## src/rtl/deflate_pkg.sv

```systemverilog
// Shared types and constants for the fixed-Huffman DEFLATE stream controller.
package deflate_pkg;

  localparam logic [1:0] BTYPE_FIXED = 2'b01;
  localparam logic       BFINAL      = 1'b1;
  localparam int         HDR_BITS    = 3;

  // BFINAL is stream bit 0, then BTYPE LSB-first.
  localparam logic [HDR_BITS-1:0] BLOCK_HDR = {BTYPE_FIXED, BFINAL};

  typedef enum logic [1:0] {
    IDLE   = 2'd0,
    STREAM = 2'd1,
    FLUSH  = 2'd2,
    DONE   = 2'd3
  } state_t;

  typedef struct packed {
    logic        last;
    logic [2:0]  bytes;
    logic [31:0] data;
  } word_t;

  function automatic logic [6:0] round_up8(input logic [6:0] n);
    return (n + 7'd7) & 7'h78;
  endfunction

endpackage

```

## src/rtl/deflate_stream_ctrl_if.sv

```systemverilog
// Code-fragment input and packed-word output bus of deflate_stream_ctrl.
interface deflate_stream_ctrl_if #(
  parameter int IN_WIDTH = 32
);
  logic                filt_valid;
  logic [5:0]          filt_size;
  logic [IN_WIDTH-1:0] filt_data;
  logic                filt_last;
  logic                out_ready;
  logic                out_valid;
  logic [31:0]         out_data;
  logic                out_last;
  logic [2:0]          out_bytes;

  modport master (
    output filt_valid, filt_size, filt_data, filt_last, out_ready,
    input  out_valid, out_data, out_last, out_bytes
  );

  modport slave (
    input  filt_valid, filt_size, filt_data, filt_last, out_ready,
    output out_valid, out_data, out_last, out_bytes
  );
endinterface

```

## src/rtl/deflate_word_fifo.sv

```systemverilog
// Show-ahead word FIFO; push and pop on a full FIFO in the same cycle is lossless.
module deflate_word_fifo
  import deflate_pkg::*;
#(
  parameter int DEPTH_LOG = 2
) (
  input  logic  clk,
  input  logic  rst_n,
  input  logic  push,
  input  word_t wdata,
  input  logic  pop,
  output logic  full,
  output logic  empty,
  output word_t rdata
);
  localparam logic [DEPTH_LOG:0] DEPTH = {1'b1, {DEPTH_LOG{1'b0}}};

  word_t                mem [2**DEPTH_LOG];
  logic [DEPTH_LOG-1:0] wptr, rptr;
  logic [DEPTH_LOG:0]   count;
  logic                 do_push, do_pop;

  assign empty   = (count == '0);
  assign full    = (count == DEPTH);
  assign do_pop  = pop & ~empty;
  assign do_push = push & (~full | do_pop);
  // Outputs read as zero while empty so reset leaves every output low.
  assign rdata   = empty ? '0 : mem[rptr];

  always_ff @(posedge clk or negedge rst_n) begin
    if (!rst_n) begin
      wptr  <= '0;
      rptr  <= '0;
      count <= '0;
    end else begin
      if (do_push) wptr <= wptr + 1'b1;
      if (do_pop)  rptr <= rptr + 1'b1;
      case ({do_push, do_pop})
        2'b10:   count <= count + 1'b1;
        2'b01:   count <= count - 1'b1;
        default: count <= count;
      endcase
    end
  end

  always_ff @(posedge clk) begin
    if (do_push) mem[wptr] <= wdata;
  end

endmodule

```

## src/rtl/deflate_stream_ctrl.sv

```systemverilog
// Wraps match-filter codes in one fixed-Huffman DEFLATE block and packs them into 32-bit words.
// Optional DEFLATE_BYTE_CNT_EN adds a byte_cnt output counting bytes pushed this block.
module deflate_stream_ctrl
  import deflate_pkg::*;
#(
  parameter int FIFO_DEPTH_LOG = 2,
  parameter int IN_WIDTH       = 32
) (
  input  logic clk,
  input  logic rst_n,
  input  logic start,
  deflate_stream_ctrl_if.slave bus,
  output logic busy,
  output logic done,
  output logic overflow,
  output logic protocol_err
`ifdef DEFLATE_BYTE_CNT_EN
  ,
  output logic [31:0] byte_cnt
`endif
);
  state_t      state, state_nx;
  logic [63:0] acc, acc_nx, acc_app;
  logic [6:0]  cnt, cnt_nx, cnt_app, size_c;
  logic [31:0] frag;
  logic        push, pop, full, empty, accepted;
  word_t       push_word, head;

  // Reverse so filt_data[size-1] lands at the lowest stream position.
  function automatic logic [31:0] fragment(input logic [IN_WIDTH-1:0] d, input logic [6:0] n);
    logic [IN_WIDTH-1:0] r;
    for (int i = 0; i < IN_WIDTH; i++) r[i] = d[IN_WIDTH-1-i];
    r = r >> (7'(IN_WIDTH) - n);
    return 32'(r);
  endfunction

  assign size_c   = ({1'b0, bus.filt_size} > 7'(IN_WIDTH)) ? 7'(IN_WIDTH) : {1'b0, bus.filt_size};
  assign frag     = fragment(bus.filt_data, size_c);
  assign acc_app  = acc | ({32'd0, frag} << cnt);
  assign cnt_app  = cnt + size_c;
  assign pop      = ~empty & bus.out_ready;
  assign accepted = push & (~full | pop);

  always_comb begin
    state_nx  = state;
    acc_nx    = acc;
    cnt_nx    = cnt;
    push      = 1'b0;
    push_word = '0;
    case (state)
      IDLE: begin
        if (start) begin
          state_nx = STREAM;
          acc_nx   = {{(64-HDR_BITS){1'b0}}, BLOCK_HDR};
          cnt_nx   = 7'(HDR_BITS);
        end
      end
      STREAM: begin
        if (bus.filt_valid) begin
          if (bus.filt_last) begin
            // Padding is already zero: bits above cnt are never set.
            acc_nx   = acc_app;
            cnt_nx   = round_up8(cnt_app);
            state_nx = FLUSH;
          end else if (cnt_app >= 7'd32) begin
            push      = 1'b1;
            push_word = '{last: 1'b0, bytes: 3'd4, data: acc_app[31:0]};
            acc_nx    = acc_app >> 32;
            cnt_nx    = cnt_app - 7'd32;
          end else begin
            acc_nx = acc_app;
            cnt_nx = cnt_app;
          end
        end
      end
      FLUSH: begin
        if (!full) begin
          push = 1'b1;
          if (cnt > 7'd32) begin
            push_word = '{last: 1'b0, bytes: 3'd4, data: acc[31:0]};
            acc_nx    = acc >> 32;
            cnt_nx    = cnt - 7'd32;
          end else begin
            push_word = '{last: 1'b1, bytes: cnt[5:3], data: acc[31:0]};
            acc_nx    = '0;
            cnt_nx    = '0;
            state_nx  = DONE;
          end
        end
      end
      DONE: begin
        if (empty) state_nx = IDLE;
      end
      default: state_nx = IDLE;
    endcase
  end

  always_ff @(posedge clk or negedge rst_n) begin
    if (!rst_n) begin
      state <= IDLE;
      acc   <= '0;
      cnt   <= '0;
    end else begin
      state <= state_nx;
      acc   <= acc_nx;
      cnt   <= cnt_nx;
    end
  end

  always_ff @(posedge clk or negedge rst_n) begin
    if (!rst_n) begin
      overflow     <= 1'b0;
      protocol_err <= 1'b0;
    end else begin
      if (state == IDLE && start) begin
        overflow     <= 1'b0;
        protocol_err <= 1'b0;
      end
      if (push && full && !pop)                overflow     <= 1'b1;
      if (bus.filt_valid && state != STREAM)   protocol_err <= 1'b1;
    end
  end

`ifdef DEFLATE_BYTE_CNT_EN
  always_ff @(posedge clk or negedge rst_n) begin
    if (!rst_n) begin
      byte_cnt <= '0;
    end else if (state == IDLE && start) begin
      byte_cnt <= '0;
    end else if (accepted) begin
      byte_cnt <= byte_cnt + {29'd0, push_word.bytes};
    end
  end
`endif

  deflate_word_fifo #(
    .DEPTH_LOG (FIFO_DEPTH_LOG)
  ) u_fifo (
    .clk   (clk),
    .rst_n (rst_n),
    .push  (push),
    .wdata (push_word),
    .pop   (pop),
    .full  (full),
    .empty (empty),
    .rdata (head)
  );

  assign bus.out_valid = ~empty;
  assign bus.out_data  = head.data;
  assign bus.out_last  = head.last;
  assign bus.out_bytes = head.bytes;
  assign busy          = (state != IDLE);
  assign done          = (state == DONE) && empty;

endmodule

```

## src/flat_wrapper.sv

```systemverilog
// flat-port wrapper written by rule: the top's interface ports become plain ports
module deflate_stream_ctrl_flat import deflate_pkg::*;
#(
  parameter int FIFO_DEPTH_LOG = 2,
  parameter int IN_WIDTH       = 32
)
  (clk, rst_n, start, busy, done, overflow, protocol_err, bus_filt_valid, bus_filt_size, bus_filt_data, bus_filt_last, bus_out_ready, bus_out_valid, bus_out_data, bus_out_last, bus_out_bytes);
  deflate_stream_ctrl_if #(.IN_WIDTH(IN_WIDTH)) bus_i ();
  input  logic clk;
  input  logic rst_n;
  input  logic start;
  output logic busy;
  output logic done;
  output logic overflow;
  output logic protocol_err;
  input wire logic [$bits(bus_i.filt_valid)-1:0] bus_filt_valid;
  input wire logic [$bits(bus_i.filt_size)-1:0] bus_filt_size;
  input wire logic [$bits(bus_i.filt_data)-1:0] bus_filt_data;
  input wire logic [$bits(bus_i.filt_last)-1:0] bus_filt_last;
  input wire logic [$bits(bus_i.out_ready)-1:0] bus_out_ready;
  output wire logic [$bits(bus_i.out_valid)-1:0] bus_out_valid;
  output wire logic [$bits(bus_i.out_data)-1:0] bus_out_data;
  output wire logic [$bits(bus_i.out_last)-1:0] bus_out_last;
  output wire logic [$bits(bus_i.out_bytes)-1:0] bus_out_bytes;
  assign bus_i.filt_valid = bus_filt_valid;
  assign bus_i.filt_size = bus_filt_size;
  assign bus_i.filt_data = bus_filt_data;
  assign bus_i.filt_last = bus_filt_last;
  assign bus_i.out_ready = bus_out_ready;
  assign bus_out_valid = bus_i.out_valid;
  assign bus_out_data = bus_i.out_data;
  assign bus_out_last = bus_i.out_last;
  assign bus_out_bytes = bus_i.out_bytes;
  deflate_stream_ctrl #(.FIFO_DEPTH_LOG(FIFO_DEPTH_LOG), .IN_WIDTH(IN_WIDTH)) u_core (.clk(clk), .rst_n(rst_n), .start(start), .bus(bus_i), .busy(busy), .done(done), .overflow(overflow), .protocol_err(protocol_err));
endmodule
```

## config.mk

```make
export PLATFORM = sky130hd
export DESIGN_NAME = deflate_stream_ctrl_flat
export DESIGN_NICKNAME = d
export VERILOG_FILES = /design/src/rtl/deflate_pkg.sv /design/src/rtl/deflate_stream_ctrl_if.sv /design/src/rtl/deflate_word_fifo.sv /design/src/rtl/deflate_stream_ctrl.sv /design/src/flat_wrapper.sv
export SDC_FILE = /design/constraint.sdc
export NUM_CORES = 1
export LEC_CHECK = 0
export CAP_MARGIN = 15
export CORE_MARGIN = 3
export CORE_UTILIZATION = 59
export CTS_CLUSTER_DIAMETER = 150
export DETAILED_ROUTE_END_ITERATION = 7
export PLACE_DENSITY = 0.79
export SLEW_MARGIN = 20
export SYNTH_ARGS = -nofsm -noshare
export SYNTH_HDL_FRONTEND = slang
export SYNTH_SLANG_ARGS = --single-unit
```

## constraint.sdc

```tcl
create_clock -name clk -period 6.7 [get_ports clk]
set_input_delay 1.34 -clock clk [delete_from_list [all_inputs] [get_ports clk]]
set_output_delay 1.34 -clock clk [all_outputs]
set_load 0.01 [all_outputs]
```

Word level (Yosys, flattened, before mapping)
Memory sizes are Yosys's and may differ from the RTL's.
Cells that the tools add are included.
W data, S select, Z words.

storage, ports and cells
  bits in registers = 82
  RAM bits = 144
  input port bits = 44
  output and inout bits = 41
  word-level logic and storage cells = 98
  memories kept = 1

memory list
  name               depth  width  read ports  clocked after Yosys merged registers in  write ports  RTL line                 RTL
  u_core.u_fifo.mem  4      36     1           0                                        1            deflate_word_fifo.sv:18  word_t mem [2**DEPTH_LOG];

operators by class
  add/sub/neg operators = 9
  $lt $le $gt $ge = 3
  eq/ne operators = 13
  shift operators = 2
  muxes and demuxes = 40
  bitwise operators = 7
  reductions and logical operators = 15

operators by type and width
  kind                   count
  $mux W64               5
  $pmux W64 S3           1
  $mux W36               5
  $pmux W36 S2           1
  $or A64 B64 Y64        1
  $shl A32 B7 Y64        1
  $mux W7                6
  $mux W35               1
  $mux W32               1
  $shr A32 B7 Y32        1
  $pmux W7 S3            1
  $sub A7 B6 Y7 const B  2
  $mux W2                6
  $ne A2 B2 Y1 const B   5
  $mux W1                9
  $pmux W2 S4            1
  $reduce_bool A2 Y1     4
  $add A7 B3 Y7 const B  1
  $add A7 B7 Y7          1
  $ge A7 B6 Y1 const B   1
  $gt A7 B6 Y1 const B   1
  $sub A6 B7 Y7 const A  1
  $eq A2 B2 Y1 const B   3
  $gt A6 B6 Y1 const B   1
  19 further kinds       29

Longest topological paths before layout
Gate-level depths: netlist of the first run.

  word-level depth = 11
  depth in mapped cells = 26
  depth with buffers taken out = 22

Hierarchy
A second synthesis of the first run with hierarchy kept.

unflattened totals
  cells, all modules = 1,816
  area total of the unflattened synthesis = 17,086.4 um^2

modules (own cells, without submodules)
  module               times used  cells an instance  area an instance (um^2)  seq. area each (um^2)
  deflate_stream_ctrl  1           1,534              11,128.2                 1,876.8
  deflate_word_fifo    1           282                5,958.2                  4,499.3

Worst setup path after synthesis of the first run
OpenSTA, ideal clock, no wires.

  path type = in2reg
  start = in bus_filt_size[5]
  end = mem u_core.u_fifo.mem[0][0] in the netlist's numbering (enable)
  setup time = 397 ps
  data arrival time = 5,977 ps
  data required time = 6,303 ps
  setup slack = 327 ps
  stages = 17
  buffers on the path = 7
  path through = buf_2 buf_4 buf_4 buf_2 buf_2 nor2b_1 ha_1 a2111oi_0 a311oi_1 or4_1 o21a_1 or4_1 clkbuf_1 and2_1 clkbuf_1 nor2_2 and2_1

between the ends
  cells in the longest elaborated chain, start to end = 11

ends and longest elaborated chain
  element                          RTL line                   RTL
  start, declared                  flat_wrapper.sv:17         input wire logic [$bits(bus_i.filt_size)-1:0] bus_filt_size;
  $gt A6 B6 Y1                     deflate_stream_ctrl.sv:37  assign size_c = ({1'b0, bus.filt_size} > 7'(IN_WIDTH)) ? 7'(IN_WIDTH) : {1'b0, bus.filt_size};
  $mux W6 *                        deflate_stream_ctrl.sv:37
  $add A7 B7 Y7 *                  deflate_stream_ctrl.sv:40  assign cnt_app = cnt + size_c;
  $ge A7 B6 Y1 *                   deflate_stream_ctrl.sv:65  end else if (cnt_app >= 7'd32) begin
  $mux W1 *                        deflate_stream_ctrl.sv:65
  $mux W1 *                        deflate_stream_ctrl.sv:60  if (bus.filt_last) begin
  $mux W1 *                        deflate_stream_ctrl.sv:59  if (bus.filt_valid) begin
  $pmux W1 S2 *                    deflate_stream_ctrl.sv:50  case (state)
  $and A1 B1 Y1 *                  deflate_word_fifo.sv:26    assign do_push = push & (~full | do_pop);
  $mux W1 *                        deflate_word_fifo.sv:47    if (do_push) mem[wptr] <= wdata;
  $mux W1 (implied by the code) *  deflate_word_fifo.sv:47
  end, declared                    deflate_word_fifo.sv:18

Every way passes the cells marked *; elsewhere a longest branch is shown, timed or not.

==> reports/results.txt, run 1 <==
outcome = complete, but fails checks
failing checks = DRC
I/O pins = 85
Resized Gates After CTS = 0
global-route wire length before repair = 97.2 mm
total core area = 27300 sq um
hold_sp = u_core.acc[44]
register area share after synthesis = 38.5%
R2R Path End = u_core.u_fifo.mem[2][17]
final cycle utilization of the critical path = 95.7%
drt drc = 6
clk buf depth = 3
DRT antenna net count = 0
Die Ht = 174 um
Commonest cells post-synth = nor2_1, edfxtp_1, nand2_1
critical path class = input port to flop
setup TNS = 0 ps
total CTS buffers = 22
Post-Layout Cell Count = 2192
final setup margin = 285 ps
CP required = 7000 ps
Starting Density = 60.8%
CTS Hold Buffers Added = 0
PD cells = 464 nW/um^2
DR vias/cell = 7.50
Max Cap Viol = 0
CTS tree = done
Avg Inst Size Synth = 9.51 sq um
Slew Limit Headroom = 30.2%
worst reg2reg setup slack = 1940 ps
Area after DPL = 18000 sq um
Period minus WS final = 6410 ps
Clock Latency Late Sink = 510 ps
final instance area = 18700 sq um
Pleak = 6.87 nW
Max IR drop VDD = 0.234 mV
internal power = 4.43 mW
grt ovf = 0
most area-hungry cell type in the Yosys netlist = edfxtp_1
Post-synth EDFFs = 144
worst path arrival time = 6720 ps
most frequent cell after synthesis = nor2_1
Final GP Congestion = 1.07
clock network power share = 14.6%
DR iter-0 viols = 2508
via count = 16400
Hold Path End = u_core.acc[44]
largest net degree at the start of global routing = 60
full die area = 30100 sq um
clk root buf = clkbuf_16
element type at the critical path start = input port
initial antenna violation count = 0
Pins Over Slew Limit = 0
share of cells above drive strength 1 = 13.3%
final wirelength = 63.7 mm
dominant cells by area after synthesis = edfxtp_1, dfrtp_1, mux4_2, a21oi_1, nor2_1
Mapped Area = 16600 sq um
switching pwr = 4.27 mW
clk_skew = 9.42 ps
port bufs = 84
nets = 1869
unrepaired setup endpoints after global routing = false
Worst-Margin Slew = 1040 ps
Reg clk slew, reported paths = 70 ps
Logic pwr share = 63.6%
sw frac = 49.1%
clock tree sinks = 226
worst hold path class = flop to flop
net count after synthesis = 1807
postcts setup bufs = 0
max frequency = 156 MHz
worst hold path stage count = 1
vias in the first global route = 15900
Syn. warnings = 0
largest fanout on the critical path = 21
Crit. End Element = flop
H-tree levels = 1
pre-CTS WS = 84.0 ps
final setup fails = 0
Cell Rows = 60
total power = 8.69 mW
flops & latches, synth = 226
Worst R2R Start = u_core.cnt[1]
register share of total power = 21.9%
Yosys cell types = 92
Die X = 174 um
Async SR Flop Fraction = 36.3%
Worst Reg2Reg Path Length in Cells = 15
share of the synthesized area in the top cell type = 26.1%
top_reg_cell synth = edfxtp_1
Fillers = 2090
DP Wirelength = 45.4 mm
WL/cell = 29.1 um
Placed Cells = 2152
Pre-antenna DRT Iters = 8
Post-Synthesis Cells = 1742
n_diodes = 0
GRT Util Overall = 41.2%
synth-to-layout area growth = 13.1%
number of hold violations in the final report = 0
==> how the worst max path moves through the flow <==
stage / startpoint / to / slack [ps] / cells after the start
finish: bus_filt_size[1] / u_core.u_fifo.mem[1][28] / 290 / 15
global route: bus_filt_size[1] / u_core.u_fifo.mem[3][28] / 150 / 15
CTS: bus_filt_size[1] / u_core.u_fifo.mem[2][31] / 590 / 15
detailed placement: bus_filt_size[1] / u_core.u_fifo.mem[1][28] / 80 / 15
global placement: bus_filt_size[1] / u_core.u_fifo.mem[0][29] / 170 / 15
floorplan: bus_filt_size[5] / u_core.u_fifo.mem[0][0] / 330 / 17
==> state kept, by name, summed over array words and instances (netlist names) <==
register             cells
u_core.acc              64
u_core.cnt               7
u_core.overflow          1
u_core.protocol_err      1
u_core.state             2
u_core.u_fifo.count      3
u_core.u_fifo.mem      144
u_core.u_fifo.rptr       2
u_core.u_fifo.wptr       2
==> kinds of logic (layout without fill, tap and decap cells) <==
group	count (synthesis)	in the layout	share of synthesized area, %
xor gates and xnor gates	17	17	0.899
AOI/OAI and AO/OA	605	605	26.2
DFF	226	226	38.5
buffers and inverters	184	262	4.94
adders and majority gates	21	21	1.68
muxes	124	124	11.6
and+or+nand+nor	565	565	16.2
==> worst max-delay path, stage by stage <==
cell and delay [ps]:
clkdlybuf4s50_1 500, nand2_1 140, ha_1 420, buf_4 330
nand4bb_1 160, a21oi_1 480, o21ai_1 400, nor4_1 530
a211oi_1 180, and2_1 210, mux4_2 510, mux4_2 540
mux2i_1 530, a21oi_1 170, nor2_1 270
==> through the flow <==
stage	hold slack (ps)	utilization (%)
floorplan	448	-
global placement	463	66.0
detailed placement	476	66.0
CTS	491	68.7
global route	515	68.7
finish	490	68.7
==> power groups by stage <==
stage | logic (mW) | registers, mW | clock network [mW]
2_1_floorplan | 3.38 | 1.87 | 0
3_3_place_gp | 5.17 | 1.90 | 0
6_report | 5.53 | 1.90 | 1.27
5_1_grt | 5.79 | 1.91 | 1.32
3_5_place_dp | 5.25 | 1.91 | 0
4_1_cts | 5.30 | 1.89 | 1.27
==> area by class of cell <==
class	instances	area, sq um	area share [%]
flip-flops and latches	226	6380	34.1
multi-input cells	1332	9390	50.2
inverters	46	173	0.922
clock inverters	13	129	0.688
well taps	372	465	2.48
repair buffers	176	1580	8.44
clock buffers	27	611	3.26
==> cell usage in the layout (no fill, tap or decap), drive strengths merged, types with 27 or more instances in the layout <==
cell type / Yosys / routed
a211oi: 39 / 39
a21oi: 135 / 135
a221oi: 32 / 32
a31oi: 31 / 31
and2: 54 / 54
buf: 47 / 95
clkbuf: 91 / 27
clkdlybuf4s50: 0 / 81
dfrtp: 82 / 82
edfxtp: 144 / 144
inv: 44 / 45
mux2i: 60 / 60
mux4: 52 / 52
nand2: 144 / 144
nand3: 48 / 48
nor2: 162 / 162
nor3: 71 / 71
o211ai: 28 / 28
o21ai: 83 / 83
==> metal layers <==
| metal | share of wire, % | wire (um) | up-vias | global-route usage, % |
|---|---|---|---|---|
| met5 | 0 | 0 | - | 0 |
| met4 | 8.8 | 5600 | 0 | 27.8 |
| met3 | 11 | 6770 | 380 | 7.36 |
| met2 | 46 | 29200 | 1332 | 66.7 |
| met1 | 35 | 22100 | 7770 | 50.6 |
| li1 | - | - | 6950 | - |
Power figures use the tool's default switching activity.
==> run 2: changes to the inputs <==
RECOVER_POWER = 100   (was default)
==> reports/results.txt, run 2 (same netlist as run 1, synthesis figures left out) <==
vias in the first global route = 15900
CP required = 7000 ps
Resized Gates After CTS = 0
Die Ht = 174 um
CP max-delay cell = nor4_1
WL/cell = 29.1 um
most common cell after layout, fill and taps aside = nor2_1
number of hold violations in the final report = 0
Final GP Congestion = 1.07
largest net degree at the start of global routing = 60
grt ovf = 0
max FFs per register = 144
n_diodes = 0
GRT Util Overall = 41.2%
max frequency = 155 MHz
CTS tree = done
initial antenna violation count = 0
CTS Hold Buffers Added = 0
Starting Density = 60.8%
Clock Latency Late Sink = 510 ps
DRT antenna net count = 0
Worst-Margin Slew = 3290 ps
unrepaired setup endpoints after global routing = false
worst path cell trace = clkdlybuf4s50_1 > nand2_1 > ha_1 > buf_4 > nand4bb_1 > a21oi_1 > o21ai_1 > nor4_1 > a211oi_1 > and2_0 > mux4_2 > mux4_2 > mux2i_1 > a21oi_1 > nor2_1
synth-to-layout area growth = 12.7%
share of cells above drive strength 1 = 12.2%
Period minus WS final = 6460 ps
PD cells = 461 nW/um^2
biggest regs = u_core.u_fifo.mem x144, u_core.acc x64, u_core.cnt x7
full die area = 30100 sq um
outcome = complete, but fails checks
port bufs = 84
setup TNS = 0 ps
Cell Rows = 60
clk_skew = 15.2 ps
clock tree sinks = 226
DP Wirelength = 45.4 mm
element type at the critical path start = input port
Crit. End Element = flop
worst reg2reg setup slack = 350 ps
H-tree levels = 1
Pins Over Slew Limit = 125
final setup fails = 0
most frequent cells in the layout = nor2_1, nand2_1, edfxtp_1, a21oi_1
Die X = 174 um
final cycle utilization of the critical path = 96.4%
I/O pins = 85
DR vias/cell = 7.50
total power = 8.60 mW
Pre-antenna DRT Iters = 8
Worst Reg2Reg Path Length in Cells = 10
Pleak = 6.85 nW
slowest cell delay on critical path = 560 ps
Max IR drop VDD = 0.234 mV
clk root buf = clkbuf_16
final wirelength = 63.7 mm
Slew Limit Headroom = -120%
global-route wire length before repair = 97.2 mm
drt drc = 1
Fillers = 2104
worst path arrival time = 6760 ps
nets = 1869
total core area = 27300 sq um
critical path class = input port to flop
clk buf depth = 3
largest fanout on the critical path = 21
worst hold path stage count = 1
Reg clk slew, reported paths = 70 ps
total CTS buffers = 22
failing checks = DRC, capacitance limit, slew limit
Max Cap Viol = 3
DR iter-0 viols = 2517
via count = 16400
worst hold path class = flop to flop
Largest Register = u_core.u_fifo.mem
postcts setup bufs = 0
run 2: cell types whose count changed in the layout (fill, tap and decap cells not counted), sizes merged:
cell / delta
clkdlybuf4s50: -41
dlygate4sd3: +41
buf: -12
clkbuf: +12
run 2: final timing paths:
check,from,endpoint
setup / recovery,bus_filt_size[1],u_core.u_fifo.mem[3][28]
hold / removal,u_core.acc[44],u_core.acc[44]
setup reg to reg,u_core.cnt[3],u_core.acc[27]
hold reg to reg,u_core.acc[44],u_core.acc[44]
max in group asynchronous,rst_n,u_core.cnt[2]
min in group asynchronous,rst_n,u_core.acc[50]
run 2: stage by stage:
step / util, % / instances / cell area (sq um) / hold slack (ps) / worst slack, ps
global placement: 66.0 / 2152 / 18000 / 463 / 167
detailed placement: 66.0 / 2152 / 18000 / 476 / 84.0
global route: 68.5 / 2192 / 18700 / 515 / 93.4
finish: 68.5 / 2192 / 18700 / 492 / 241
floorplan: - / 1742 / 16600 / 448 / 327
CTS: 68.7 / 2192 / 18700 / 491 / 591
run 2: power breakdown:
| part | switching [mW] | internal [mW] |
|---|---|---|
| clock network | 0.539 | 0.729 |
| logic | 3.57 | 1.87 |
| registers | 0.143 | 1.76 |
run 2: final cells by class:
class	count	area (sq um)	area share, %
Multi-Input combinational cell	1332	9380	50.3
Sequential cell	226	6380	34.2
Timing Repair Buffer	176	1530	8.19
Clock buffer	27	611	3.27
Tap cell	372	465	2.49
Inverter	46	173	0.925
Clock inverter	13	129	0.690
run 2: layer usage:
layer  global-route usage, %  wire length (um)  vias to the layer above
li1                        -                 -                     6937
met1                    50.6             22100                     7767
met2                    66.7             29300                     1366
met3                    7.36              6790                      363
met4                    27.8              5540                        0
met5                       0                 0                        -
run 2: worst max-delay path, delay by kind of cell:
family	cells	cell delay, ps
multiplexers	3	1580
buffers and inverters	2	830
AND/OR/NAND/NOR	5	1330
AO/OA/AOI/OAI	4	1240
adder cells (fa/ha/maj)	1	430
